### src/rtl/divmod2_pkg.sv
// divmod2_pkg: shared FSM state type and default sizing for the divmod2 iteration controller.
package divmod2_pkg;

    typedef enum logic [1:0] {IDLE, ISSUE, WAIT, FIN} state_e;

    localparam int DEF_WIDTH    = 8;
    localparam int DEF_CNT_W    = 4;
    localparam int DEF_WD_LIMIT = 15;

endpackage

### src/rtl/divmod2_acc.sv
// divmod2_acc: result accumulator holding remainder bits, popcount, bitlen and the step index.
module divmod2_acc #(
    parameter int WIDTH = 8,
    parameter int CNT_W = 4
) (
    input  logic             clk,
    input  logic             reset,
    input  logic             clr_i,
    input  logic             cap_i,
    input  logic             mod2_i,
    output logic [WIDTH-1:0] bits_o,
    output logic [CNT_W-1:0] popcount_o,
    output logic [CNT_W-1:0] bitlen_o,
    output logic [CNT_W-1:0] iter_o
);

    logic [WIDTH-1:0] bits_q;
    logic [CNT_W-1:0] popcount_q, bitlen_q, iter_q;

    always_ff @(posedge clk) begin
        if (reset || clr_i) begin
            bits_q     <= '0;
            popcount_q <= '0;
            bitlen_q   <= '0;
            iter_q     <= '0;
        end else if (cap_i) begin
            bits_q     <= bits_q | (WIDTH'(mod2_i) << iter_q);
            popcount_q <= popcount_q + CNT_W'(mod2_i);
            iter_q     <= iter_q + 1'b1;
            bitlen_q   <= iter_q + 1'b1;
        end
    end

    assign bits_o     = bits_q;
    assign popcount_o = popcount_q;
    assign bitlen_o   = bitlen_q;
    assign iter_o     = iter_q;

endmodule

### src/rtl/divmod2_iter_ctrl.sv
// divmod2_iter_ctrl: drives a serial halving stage repeatedly to collect remainder bits of an operand.
// Optional watchdog on the WAIT state is enabled by defining DIVMOD2_WATCHDOG_EN.
module divmod2_iter_ctrl
    import divmod2_pkg::*;
#(
    parameter int WIDTH    = DEF_WIDTH,
    parameter int CNT_W    = DEF_CNT_W,
    parameter int WD_LIMIT = DEF_WD_LIMIT
) (
    input  logic             clk,
    input  logic             reset,
    input  logic             activate,
    input  logic [WIDTH-1:0] a,
    output logic             busy,
    output logic             done,
    output logic             err,
    output logic [WIDTH-1:0] bits,
    output logic [CNT_W-1:0] popcount,
    output logic [CNT_W-1:0] bitlen,
    output logic             step_start,
    output logic [WIDTH-1:0] step_a,
    input  logic             step_valid,
    input  logic [WIDTH-1:0] step_div2,
    input  logic             step_mod2
);

    state_e           state_q;
    logic             busy_q, done_q, start_q;
    logic [WIDTH-1:0] opnd_q;
    logic [CNT_W-1:0] iter;
    logic             accept, cap, last;

    assign accept = (state_q == IDLE) && activate;
    assign cap    = (state_q == WAIT) && step_valid;
    assign last   = (step_div2 == '0) || (iter == CNT_W'(WIDTH - 1));

`ifdef DIVMOD2_WATCHDOG_EN
    localparam int WD_W = $clog2(WD_LIMIT + 1);
    logic [WD_W-1:0] wd_q;
    logic            err_q, timeout;

    assign timeout = (state_q == WAIT) && !step_valid && (wd_q == WD_W'(WD_LIMIT - 1));

    always_ff @(posedge clk) begin
        if (reset) begin
            wd_q  <= '0;
            err_q <= 1'b0;
        end else begin
            wd_q  <= (state_q == WAIT) ? wd_q + 1'b1 : '0;
            err_q <= accept ? 1'b0 : (timeout ? 1'b1 : err_q);
        end
    end

    assign err = err_q;
`else
    assign err = 1'b0;
`endif

    always_ff @(posedge clk) begin
        if (reset) begin
            state_q <= IDLE;
            busy_q  <= 1'b0;
            done_q  <= 1'b0;
            start_q <= 1'b0;
            opnd_q  <= '0;
        end else begin
            case (state_q)
                IDLE: if (activate) begin
                    opnd_q <= a;
                    busy_q <= 1'b1;
                    if (a == '0) begin
                        state_q <= FIN;
                        done_q  <= 1'b1;
                    end else begin
                        state_q <= ISSUE;
                        start_q <= 1'b1;
                    end
                end
                ISSUE: begin
                    start_q <= 1'b0;
                    state_q <= WAIT;
                end
                WAIT: if (step_valid) begin
                    opnd_q <= step_div2;
                    if (last) begin
                        state_q <= FIN;
                        done_q  <= 1'b1;
                    end else begin
                        state_q <= ISSUE;
                        start_q <= 1'b1;
                    end
                end
`ifdef DIVMOD2_WATCHDOG_EN
                else if (timeout) begin
                    state_q <= FIN;
                    done_q  <= 1'b1;
                end
`endif
                FIN: begin
                    done_q  <= 1'b0;
                    busy_q  <= 1'b0;
                    state_q <= IDLE;
                end
                default: state_q <= IDLE;
            endcase
        end
    end

    divmod2_acc #(.WIDTH(WIDTH), .CNT_W(CNT_W)) u_acc (
        .clk       (clk),
        .reset     (reset),
        .clr_i     (accept),
        .cap_i     (cap),
        .mod2_i    (step_mod2),
        .bits_o    (bits),
        .popcount_o(popcount),
        .bitlen_o  (bitlen),
        .iter_o    (iter)
    );

    assign busy       = busy_q;
    assign done       = done_q;
    assign step_start = start_q;
    assign step_a     = opnd_q;

endmodule

### config.mk
export PLATFORM = sky130hd
export DESIGN_NAME = divmod2_iter_ctrl
export DESIGN_NICKNAME = d
export VERILOG_FILES = /design/src/rtl/divmod2_pkg.sv /design/src/rtl/divmod2_acc.sv /design/src/rtl/divmod2_iter_ctrl.sv
export SDC_FILE = /design/constraint.sdc
export NUM_CORES = 1
export LEC_CHECK = 0
export CAP_MARGIN = 5
export CORE_ASPECT_RATIO = 1.25
export CORE_MARGIN = 5
export CORE_UTILIZATION = 61
export DETAILED_ROUTE_END_ITERATION = 8
export DONT_BUFFER_PORTS = 1
export PLACE_DENSITY = 0.77
export SLEW_MARGIN = 40
export SYNTH_ARGS = -nofsm -noshare
export SYNTH_HDL_FRONTEND = slang
export SYNTH_SLANG_ARGS = --single-unit
### constraint.sdc
create_clock -name clk -period 1.55 [get_ports clk]
set_input_delay 0.2325 -clock clk [delete_from_list [all_inputs] [get_ports clk]]
set_output_delay 0.2325 -clock clk [all_outputs]
set_load 0.02 [all_outputs]
==> flow_summary.json <==
{
  "area_delta_synth_final_pct": 8.21,
  "fp-row-count": 19,
  "async_flop_share": 0,
  "synthMuxAreaShare": 0.0577,
  "swShare": 0.291,
  "cp-end-kind": "register",
  "p_leak_nw": 0.559,
  "die_area_um2": 3330,
  "grt_pass1_vias": 1036,
  "r2r-start": "state_q[1]$_SDFFE_PP0P_",
  "timing.final.crit_share": 0.896,
  "grt_max_degree": 19,
  "dpl.hpwl_mm": 2.18,
  "worstPathCellList": "nand2b_2 -> nor2_4 -> or2_2 -> a21oi_1",
  "r2r_cells": 4,
  "synthAdderAreaFrac": 0.0271,
  "drive_above_1_share": 0.213,
  "r2r_setup_slack_ns": 0.16,
  "ant_nets": 0,
  "hold_viol_final": 0,
  "grt_pass1_wl_mm": 4.51,
  "grt_setup_unrepaired": "false",
  "syn-num-nets": 171,
  "synth_area_leaders": "dfxtp_1 42%, nor2_1 6.0%, mux2i_1 5.8%",
  "stdcell_area_um2": 1500,
  "antenna_found_initial": 0,
  "final_common_cell": "dfxtp_1",
  "synth_top_family_by_area": "simple AND/OR/NAND/NOR gates",
  "ctsRootBufferMaster": "clkbuf_4",
  "synth_xor_area_frac": 0.0316,
  "stdcell_count": 186,
  "synth.distinct_cells": 39,
  "synth_edf_count": 0,
  "drt_iter0_drc": 45,
  "whs_path_depth": 2,
  "reg2reg_to": "u_acc.popcount_o[0]$_SDFFE_PP0P_",
  "drv_slew": 0,
  "gp_congestion": 0.756,
  "clk_latency_ns": 0.33,
  "pre_cts_slack_ns": 0.0813,
  "ios": 49,
  "syn_avg_cell_area_um2": 9.44,
  "start_kind": "register",
  "dp_cells": 176,
  "worstPathArrival_ns": 1.64,
  "irDropWorstVdd_mv": 0.748,
  "p_int_w": 0.00104,
  "drcViolationCount": 0,
  "place_area_um2": 1420,
  "powerDensity_nw_per_um2": 977,
  "crit_required_ns": 1.80,
  "ys_ff_latch": 29,
  "worstHoldEndpoint": "done$_SDFFE_PP0P_",
  "cts_buffer_depth": 2,
  "worstHoldStart": "reset",
  "mostFrequentLayoutCells": "29 x dfxtp_1, 22 x nor2_1, 12 x a21oi_1",
  "final_net_count": 178,
  "initial_core_util": 0.634,
  "via_count": 1059,
  "placement.io_buffers": 0,
  "path_buf_inv": 0,
  "fin_worst_skew_ns": 0.00863,
  "dr.pass1.iters": 4,
  "drv_cap": 0,
  "slowest_delay_ns": 0.44,
  "drt_wl_total_mm": 2.87,
  "max_freq_mhz": 720,
  "grt_use_total": 0.184,
  "power_frac_comb": 0.122,
  "synthSimpleGateAreaFrac": 0.236,
  "finalSetupTns_ns": 0,
  "clkSinkCount": 29,
  "clk_pin_slew_ns": 0.09,
  "ys_seq_area_frac": 0.418,
  "ys.flop_type": "dfxtp_1",
  "critPathKind": "register to register",
  "die_height_um": 63.3,
  "status": "finished, final reports clean",
  "tritoncts": "yes",
  "power.net_switching_w": 0.000427,
  "numCtsBuffers": 5,
  "grt_overflow_total": 0,
  "seqPwrFrac": 0.581,
  "setup_viol": 0,
  "htreeDepth": 2,
  "design.core.area_um2": 2190,
  "cp_slowest_cell": "dfxtp_1",
  "synth_top_area_cell": "dfxtp_1",
  "routedWlPerCell_um": 15.4,
  "via_per_inst": 5.69,
  "synth_area_um2": 1390,
  "post-route-min-period_ns": 1.39,
  "crit_family": "simple AND/OR/NAND/NOR gates",
  "synth-compound-area-share": 0.170,
  "syn_inst": 147,
  "pwr-share-clk": 0.297,
  "yosysTopAreaCellShare": 0.418,
  "finalWorstSetupSlack_ns": 0.161,
  "hp-class": "input port to register",
  "yosysWarningCount": 0,
  "chipWidth_um": 52.7,
  "antenna_cells": 0,
  "worstPathMaxFanout": 16
}
[worst max-delay path by stage]
stage | start | endpoint | cells past startpoint
after CTS | state_q[1]$_SDFFE_PP0P_ | step_a[3]$_SDFFE_PP0P_ | 5
after detailed placement | state_q[1]$_SDFFE_PP0P_ | step_a[3]$_SDFFE_PP0P_ | 5
after floorplan | u_acc.bitlen_o[1]$_SDFFE_PP0P_ | state_q[1]$_SDFFE_PP0P_ | 5
after global placement | state_q[1]$_SDFFE_PP0P_ | u_acc.popcount_o[2]$_SDFFE_PP0P_ | 4
final | state_q[1]$_SDFFE_PP0P_ | u_acc.popcount_o[0]$_SDFFE_PP0P_ | 4
after global routing | state_q[1]$_SDFFE_PP0P_ | u_acc.popcount_o[0]$_SDFFE_PP0P_ | 4
[worst reg2reg max path, delay by kind of cell, from the launching register on]
| family | cells | cell delay (ns) |
|---|---|---|
| flip-flops | 1 | 0.44 |
| AND/OR/NAND/NOR | 3 | 0.71 |
| AO/OA/AOI/OAI | 1 | 0.17 |
[sequential cells by signal, indices dropped and copies added (netlist names)]
signal / cells
u_acc.popcount_o: 4
u_acc.bitlen_o: 4
step_start: 1
u_acc.bits_o: 8
step_a: 8
busy: 1
state_q: 2
done: 1
[layer usage]
metal	global-route usage	wire length, um	share of wire	vias to the layer above
met4	0.0767	28	0.0098	0
met1	0.184	1040	0.36	488
met3	0.0920	265	0.092	2
li1	-	-	-	528
met5	0	0	0	-
met2	0.314	1530	0.53	41
[power groups by stage]
| stage | logic (W) | clock network, W | registers (W) |
|---|---|---|---|
| 4_1_cts | 0.000167 | 0.000453 | 0.000853 |
| 3_3_place_gp | 0.000154 | 0 | 0.000869 |
| 5_1_grt | 0.000200 | 0.000498 | 0.000858 |
| 2_1_floorplan | 0.000161 | 0 | 0.000856 |
| 6_report | 0.000179 | 0.000435 | 0.000852 |
| 3_5_place_dp | 0.000160 | 0 | 0.000870 |
[final cells by class]
cell class / instances / area, um2
multi-input cells: 106 / 729
fillers: 205 / 686
flip-flops and latches: 29 / 581
repair buffers: 10 / 90.1
well taps: 31 / 38.8
clock buffers: 5 / 37.5
clock inverters: 3 / 17.5
inverters: 2 / 7.51
[synthesized netlist by cell type (3+ instances only)]
| cell | instances |
|---|---|
| dfxtp_1 | 29 |
| nor2_1 | 22 |
| a21oi_1 | 12 |
| nand2_1 | 9 |
| a211oi_1 | 8 |
| mux2i_1 | 8 |
| nor2b_1 | 5 |
| buf_4 | 4 |
| xor2_1 | 4 |
| ha_1 | 3 |
[stage by stage]
stage          total power (W)  utilization  hold WS [ns]
4_1_cts                0.00147        0.677        0.0576
6_report               0.00147        0.686        0.0696
5_1_grt                0.00156        0.686        0.0460
3_3_place_gp           0.00102        0.648         0.304
3_5_place_dp           0.00103        0.648         0.306
2_1_floorplan          0.00102            -         0.304
[what timing repair did]
action                     in CTS  in global routing
buffers inserted                0                  1
hold endpoints to repair       12                  0
setup endpoints to repair       0                 14
hold buffers                    1                  0
gates resized for setup         0                  1
[cells by family (layout without fill, tap and decap cells)]
group,after synthesis,count (layout)
flip-flops,29,29
other,1,1
AO/OA/AOI/OAI,33,33
XOR/XNOR,5,5
AND/OR/NAND/NOR,56,56
buffers and inverters,12,20
multiplexers,8,8
adder cells (fa/ha/maj),3,3
(Power assumes the default switching activity.)
